`src/rtl/mem_bus_arbiter.sv`:
```
// mem_bus_arbiter
//   Shares one rfin/wfin-handshake memory port between NUM_CH pipeline masters.
//   Only one transaction is in flight at a time. Channel 0 has the highest fixed
//   priority unless ARB_ROUND_ROBIN_EN is defined, which selects round-robin grant.
//
// Handshake (all channels and the memory side): a master raises read_ce or
// write_ce as a level and holds it, with address/data stable, until it sees its
// one-cycle rfin/wfin pulse; it must drop the strobe in that fin cycle. Requests
// are sampled only while the arbiter is idle.
//
// Ports
//   clk, rst                  core clock, synchronous active-low reset
//   ch_read_ce / ch_write_ce  per-channel request levels
//   ch_addr / ch_wdata        packed per-channel address / write data
//   ch_rdata                  shared read data, valid with ch_rfin
//   ch_rfin / ch_wfin         one-cycle done pulses to the granted channel
//   ch_err                    set with a fin pulse that ended by timeout
//   mem_*                     downstream memory port
//   dbg_state                 current FSM state (0 idle, 1 wait, 2 done)
//
// Configuration macro: ARB_ROUND_ROBIN_EN (undefined = fixed priority)
module mem_bus_arbiter #(
  parameter int NUM_CH      = 2,
  parameter int ADDR_W      = 32,
  parameter int DATA_W      = 32,
  parameter int TIMEOUT_CYC = 0
) (
  input  logic                     clk,
  input  logic                     rst,
  input  logic [NUM_CH-1:0]        ch_read_ce,
  input  logic [NUM_CH-1:0]        ch_write_ce,
  input  logic [NUM_CH*ADDR_W-1:0] ch_addr,
  input  logic [NUM_CH*DATA_W-1:0] ch_wdata,
  output logic [DATA_W-1:0]        ch_rdata,
  output logic [NUM_CH-1:0]        ch_rfin,
  output logic [NUM_CH-1:0]        ch_wfin,
  output logic                     ch_err,
  output logic [ADDR_W-1:0]        mem_addr,
  output logic [DATA_W-1:0]        mem_wdata,
  output logic                     mem_read_ce,
  output logic                     mem_write_ce,
  input  logic [DATA_W-1:0]        mem_rdata,
  input  logic                     mem_rfin,
  input  logic                     mem_wfin,
  output logic [1:0]               dbg_state
);

  localparam int GW = (NUM_CH > 1) ? $clog2(NUM_CH) : 1;
  localparam int CW = (TIMEOUT_CYC > 0) ? $clog2(TIMEOUT_CYC + 1) : 1;
  localparam logic [CW-1:0] CNT_LAST = CW'((TIMEOUT_CYC > 0) ? TIMEOUT_CYC - 1 : 0);

  typedef enum logic [1:0] {
    S_IDLE = 2'd0,
    S_WAIT = 2'd1,
    S_DONE = 2'd2
  } state_t;

  state_t          state_q;
  logic [GW-1:0]   gnt_q;
  logic            wr_q;
  logic [CW-1:0]   cnt_q;

  logic [NUM_CH-1:0] req;
  logic [GW-1:0]     win;
  logic              fin_hit;
  logic              expire;

  assign req       = ch_read_ce | ch_write_ce;
  assign dbg_state = state_q;
  // Only the fin that matches the latched direction completes the transaction.
  assign fin_hit   = wr_q ? mem_wfin : mem_rfin;
  // cnt_q counts WAIT cycles already spent, so expiry fires in the
  // TIMEOUT_CYC-th WAIT cycle.
  assign expire    = (TIMEOUT_CYC != 0) && (cnt_q == CNT_LAST);

`ifdef ARB_ROUND_ROBIN_EN
  logic [GW-1:0] ptr_q;

  // Search starts at the pointer and wraps around the channel list.
  always_comb begin
    logic found;
    int   idx;
    win   = '0;
    found = 1'b0;
    idx   = 0;
    for (int i = 0; i < NUM_CH; i++) begin
      idx = (int'(ptr_q) + i) % NUM_CH;
      if (!found && req[idx]) begin
        found = 1'b1;
        win   = GW'(idx);
      end
    end
  end
`else
  // Lowest requesting index wins.
  always_comb begin
    logic found;
    win   = '0;
    found = 1'b0;
    for (int i = 0; i < NUM_CH; i++) begin
      if (!found && req[i]) begin
        found = 1'b1;
        win   = GW'(i);
      end
    end
  end
`endif

  always_ff @(posedge clk) begin
    if (!rst) begin
      state_q      <= S_IDLE;
      gnt_q        <= '0;
      wr_q         <= 1'b0;
      cnt_q        <= '0;
      ch_rdata     <= '0;
      ch_rfin      <= '0;
      ch_wfin      <= '0;
      ch_err       <= 1'b0;
      mem_addr     <= '0;
      mem_wdata    <= '0;
      mem_read_ce  <= 1'b0;
      mem_write_ce <= 1'b0;
`ifdef ARB_ROUND_ROBIN_EN
      ptr_q        <= '0;
`endif
    end else begin
      // Fin and error are single-cycle pulses.
      ch_rfin <= '0;
      ch_wfin <= '0;
      ch_err  <= 1'b0;
      case (state_q)
        S_IDLE: begin
          if (|req) begin
            gnt_q        <= win;
            // A channel raising both strobes is treated as a write.
            wr_q         <= ch_write_ce[win];
            mem_addr     <= ch_addr[int'(win)*ADDR_W +: ADDR_W];
            mem_wdata    <= ch_wdata[int'(win)*DATA_W +: DATA_W];
            mem_write_ce <= ch_write_ce[win];
            mem_read_ce  <= !ch_write_ce[win];
            cnt_q        <= '0;
            state_q      <= S_WAIT;
`ifdef ARB_ROUND_ROBIN_EN
            ptr_q        <= (win == GW'(NUM_CH - 1)) ? '0 : win + 1'b1;
`endif
          end
        end
        S_WAIT: begin
          if (fin_hit) begin
            mem_read_ce    <= 1'b0;
            mem_write_ce   <= 1'b0;
            if (!wr_q) ch_rdata <= mem_rdata;
            ch_rfin[gnt_q] <= !wr_q;
            ch_wfin[gnt_q] <= wr_q;
            state_q        <= S_DONE;
          end else if (expire) begin
            mem_read_ce    <= 1'b0;
            mem_write_ce   <= 1'b0;
            ch_rdata       <= '1;
            ch_err         <= 1'b1;
            ch_rfin[gnt_q] <= !wr_q;
            ch_wfin[gnt_q] <= wr_q;
            state_q        <= S_DONE;
          end else if (cnt_q != {CW{1'b1}}) begin
            cnt_q <= cnt_q + 1'b1;
          end
        end
        S_DONE:  state_q <= S_IDLE;
        default: state_q <= S_IDLE;
      endcase
    end
  end

endmodule

```
`config.mk`:
```
export PLATFORM = sky130hd
export DESIGN_NAME = mem_bus_arbiter
export DESIGN_NICKNAME = d
export VERILOG_FILES = /design/src/rtl/mem_bus_arbiter.sv
export SDC_FILE = /design/constraint.sdc
export NUM_CORES = 1
export LEC_CHECK = 0
export BUFFER_PORTS_ARGS = -buffer_cell sky130_fd_sc_hd__buf_4
export CAP_MARGIN = 20
export CORE_MARGIN = 3
export CORE_UTILIZATION = 47
export DETAILED_ROUTE_END_ITERATION = 8
export PLACE_DENSITY = 0.85
export SYNTH_ARGS = -nofsm -noshare
export SYNTH_HDL_FRONTEND = slang
export SYNTH_SLANG_ARGS = --single-unit
export TNS_END_PERCENT = 5
```
`constraint.sdc`:
```
create_clock -name clk -period 3.5 [get_ports clk]
set_clock_uncertainty 0.05 [all_clocks]
set_input_delay 0.525 -clock clk [delete_from_list [all_inputs] [get_ports clk]]
set_output_delay 0.525 -clock clk [all_outputs]
set_load 0.005 [all_outputs]
```
# Yosys cells after proc, flatten, opt, wreduce, memory -nomap -nowiden
# Index checks and enable logic that the tools add are counted.
# word_totals
output_inout_bits	105
ff_bits	106
in_bits	168
word_cells	50
# op_classes
reduce_logical	13
magnitude_cmp	3
n_mux	15
n_bitwise	4
shift	2
eq_ne	3
# op_table
op	count
$shiftx 64x7->32	2
$mux 1	9
$reduce_and 3->1	3
$and 2x2->2	2
$lt 1x2->1 const B	2
$mux 2	2
$ne 2x2->1 const B	2
$pmux 1 s2	2
$pmux 2 s2	1
$reduce_and 2->1	2
$logic_not 1->1	3
$eq 2x1->1 const B	1
$logic_and 1x1->1	2
$logic_not 2->1	1
$or 2x2->2	1
$reduce_bool 2->1	1
$reduce_or 2->1	1
$demux 1 s1	1
$ge 1x1->1 const B	1
$not 1->1	1

# Longest topological paths before layout
# depth
word_depth	10
ltp_mapped	7
depth_no_buf	4

# Worst setup path after synthesis
# OpenSTA, ideal clock, no wires.
# synth_path
path_kind	input -> register
startpoint	input port ch_read_ce[1]
endpoint	register mem_addr[0]
setup_time_ns	0.089
path_buffers	4
cell_stages	7
path_slack_ns	1.489
t_required_ns	3.361
t_arrival_ns	1.872
path_cell_list	or4_1 clkbuf_1 and2_1 clkbuf_2 buf_6 buf_6 a311oi_2
# synth_via
elab_chain_len	4
word_cells_on_any_way	6
cone_classes	1 x shift; 1 x mux; 1 x bitwise; 3 x reduce/logical
# synth_rtl
item	line_no	rtl
from (decl)	30	input logic [NUM_CH-1:0] ch_read_ce,
$or 2x2->2 (*)	68	assign req = ch_read_ce | ch_write_ce;
$logic_and 1x1->1	101	if (!found && req[i]) begin
$mux 1	101	
$shiftx 64x7->32	137	mem_addr <= ch_addr[int'(win)*ADDR_W +: ADDR_W];
to (signal assigned)	137	
to (decl)	38	output logic [ADDR_W-1:0] mem_addr,
# Mark *: on every way between the ends. The rest lies on a longest branch, timed or not.
# A chain may end at the register's enable or synchronous reset.

# Worst setup path after layout
# layout_path
startpoint	input port ch_read_ce[1]
endpoint	register mem_wdata[5]
# layout_via
elab_chain_len	4
word_cells_on_any_way	6
cone_classes	1 x shift; 1 x mux; 1 x bitwise; 3 x reduce/logical
# layout_rtl
item	line_no	rtl
$or 2x2->2 (*)	68	
$logic_and 1x1->1	101	
$mux 1	101	
$shiftx 64x7->32	138	mem_wdata <= ch_wdata[int'(win)*DATA_W +: DATA_W];
to (signal assigned)	138	
to (decl)	39	output logic [DATA_W-1:0] mem_wdata,
# Marks and branches as above.

==> flow_metrics.py <==
metrics = {
    "finish": {
        "synthToLayoutAreaGrowth_pct": 48.60,
        "multi_input_area_sq_um": 2300,
        "fin_nets": 953,
        "seqCellArea_sq_um": 2122,
        "post_route_cells_drive_above_1_share_pct": 41.52,
        "fillers": 705,
        "fin_util_pct": 73.65,
        "n_antenna_cell": 0,
    },
    "power_and_ir_drop": {
        "swShare_pct": 29.70,
        "combPwrFrac_pct": 26.7,
        "p_int_mw": 2.104,
        "power_leakage_nw": 2.916,
        "ir_drop_v": 0.0002952,
        "clock_power_share_pct": 26.2,
        "p_seq_share_pct": 47.1,
        "p_switching_mw": 0.8889,
        "powerDensity_nw_per_um2": 429.6,
    },
    "setup_path": {
        "worstPathMaxFanout": 32,
        "path_cells": "buf_4 -> or4_2 -> and2_2 -> buf_12 -> buf_4 -> a311oi_1",
        "cp_common_cell": "buf_4",
        "start_kind": "primary input",
        "worst_setup_path_end_kind": "flip-flop",
        "crit_type": "primary input to flip-flop",
        "critPathSlowestCell": "or4_2",
        "slowest_delay_ns": 0.68,
        "cp_data_arrival_time_ns": 2.46,
        "cp.required_ns": 3.70,
    },
    "synth": {
        "synthesis.nets": 730,
        "synth_top_area_share_pct": 45.26,
        "synth_edf_count": 0,
        "yosysUniqueCellTypes": 33,
        "synthSimpleGateAreaFrac_pct": 14.57,
        "synthXorXnorAreaFrac_pct": 0,
        "yosys_register_bits": 106,
        "yosysSeqAreaShare_pct": 45.26,
        "synth_compound_area_share_pct": 33.31,
        "yosys-top-cells-count": "106 x dfxtp_1, 98 x a21oi_1, 65 x nand3_1, 64 x nand2_1, 64 x o21ai_0",
        "muxShareOfSynthArea_pct": 0.2402,
        "yosys_most_used_dff": "dfxtp_1",
        "synthMostInstantiatedCell": "dfxtp_1",
        "ys_async_sr_fraction_pct": 0,
        "yosys.area_share.adder_pct": 0,
        "syn-instance-count": 562,
        "ys_top_cells_by_area": "dfxtp_1 45%, a21oi_1 10%, a311oi_1 8.2%",
        "yosysWarnings": 0,
        "synthesis.area_sq_um": 4688,
        "syn_area_per_cell_sq_um": 8.342,
        "synth_top_cell_by_area": "dfxtp_1",
        "synth_top_family_by_area": "compound AO/OA/AOI/OAI gates",
    },
    "global_routing": {
        "grt_pass1_wl_mm": 25.47,
        "grt_pass1_vias": 5078,
        "antenna_found_initial": 0,
        "grt_remaining_overflow": 0,
        "grt_start_max_net_pins": 69,
        "grt_usage_pct": 27.60,
    },
    "clock_network": {
        "clkLatencyLatePin_ns": 0.35,
        "post-cts-setup-buffer-count": 0,
        "clock_path_buffers": 2,
        "htree_levels": 3,
        "holdBufCountCts": 0,
        "cts-root-buf": "clkbuf_8",
        "cts_tree": "yes",
        "cts_resized": 0,
        "cts_buffers": 9,
        "clk_pin_slew_worst_paths_ns": 0.10,
        "clkSinkCount": 106,
    },
    "drt": {
        "wire_per_inst_microns": 18.32,
        "first_pass_iters": 4,
        "drtIter0Drc": 371,
        "antenna_left": 0,
        "avgViaCountPerCell": 5.860,
        "drc": 0,
        "dr_total_vias": 5385,
        "route.final.wire_length_mm": 16.84,
    },
    "placed_design": {
        "dpl.hpwl_mm": 11.96,
        "gp_congestion": 0.8024,
        "numPortBuffers": 271,
    },
    "hold_path": {
        "hp-class": "primary input to flip-flop",
    },
    "sta": {
        "worst_slew_pin_slew_ns": 1.021,
        "rsz0062_at_grt": "no",
        "finalSetupViolCount": 0,
        "slew_viol_final": 0,
        "hold_viol": 0,
        "relSlewSlack_pct": 31.96,
        "period_share_pct": 64.47,
        "period_needed_ns": 2.256,
        "fmax_mhz": 443.2,
        "setup_tns_ns": 0,
    },
    "floorplanning": {
        "die_h_microns": 105.9,
        "dieArea_sq_um": 11210,
        "coreArea_sq_um": 9459,
        "ioPinCount": 273,
        "num_rows": 35,
        "die_w_microns": 105.9,
        "start_util_pct": 49.56,
    },
    "status": {
        "status": "finished clean",
    },
    "job": {
        "cap_violations": 0,
    },
}
==> power groups by stage <==
| stage | combinational [mW] | sequential [mW] | clock [mW] |
|---|---|---|---|
| 3_5_place_dp | 0.787 | 1.43 | 0 |
| 6_report | 0.799 | 1.41 | 0.785 |
| 2_1_floorplan | 0.362 | 1.43 | 0 |
| 3_3_place_gp | 0.758 | 1.43 | 0 |
| 4_1_cts | 0.789 | 1.41 | 0.796 |
| 5_1_grt | 0.860 | 1.42 | 0.847 |
==> kinds of logic after synthesis <==
kind of cell / Yosys count
AOI/OAI and AO/OA: 234
buffers and inverters: 73
DFF: 106
muxes: 1
other: 1
and+or+nand+nor: 147
==> worst paths after layout <==
check | from | endpoint | slack (ns) | cells past startpoint
max | ch_read_ce[1] | mem_wdata[5] | 1.24 | 6
min | mem_rdata[1] | ch_rdata[1] | 0.36 | 3
max reg2reg | dbg_state[1] | mem_wdata[23] | 1.52 | 5
min reg2reg | ch_rdata[13] | ch_rdata[13] | 0.41 | 2
==> cells in the final DEF, fill, tap and decap left out, types with 3 or more instances in the layout <==
cell type / instances
nand2_1: 64
a21oi_1: 98
o21ai_0: 64
a311oi_1: 44
buf_4: 279
nor3b_1: 3
dfxtp_1: 106
nor2_4: 3
a311oi_2: 20
clkbuf_8: 10
nand3_1: 65
==> per-layer routing <==
| layer | wire (microns) | global-route usage [%] | share of wire (%) |
|---|---|---|---|
| met3 | 1455 | 6.614 | 8.6 |
| met2 | 8763 | 51.18 | 52 |
| met1 | 6221 | 31.12 | 37 |
| met4 | 399 | 8.233 | 2.4 |
| met5 | 0 | 0 | 0 |
==> per-stage QoR <==
stage	area [sq um]	cells	total power, mW	hold WS, ns	worst slack, ns
4_1_cts	6947	918	2.991	0.3470	1.117
3_3_place_gp	6690	900	2.186	0.3935	0.8389
3_5_place_dp	6738	902	2.218	0.3980	0.7472
5_1_grt	6967	919	3.128	0.3489	1.164
6_report	6967	919	2.993	0.3566	1.244
2_1_floorplan	4688	562	1.790	0.3934	1.489
==> critical path: cells and delay by family <==
kind	cells	cell delay (ns)
simple gates	2	1.08
buf+inv	3	0.61
compound gates	1	0.24
==> layout make-up <==
cell class                 instances  area share (%)
timing repair buffer             282           31.03
clock buffer                      10           1.976
clock inverter                     6           1.024
tap                              129           2.317
sequential                       106           30.46
multi-input combinational        383           33.01
inverter                           3          0.1796
==> state kept, by name, indices dropped and copies added, names as in the netlist <==
register,cells
mem_addr,32
ch_rdata,32
gnt_q,1
ch_wfin,2
ch_rfin,2
dbg_state,2
mem_write_ce,1
wr_q,1
mem_read_ce,1
mem_wdata,32
Power figures use the tool's default switching activity.
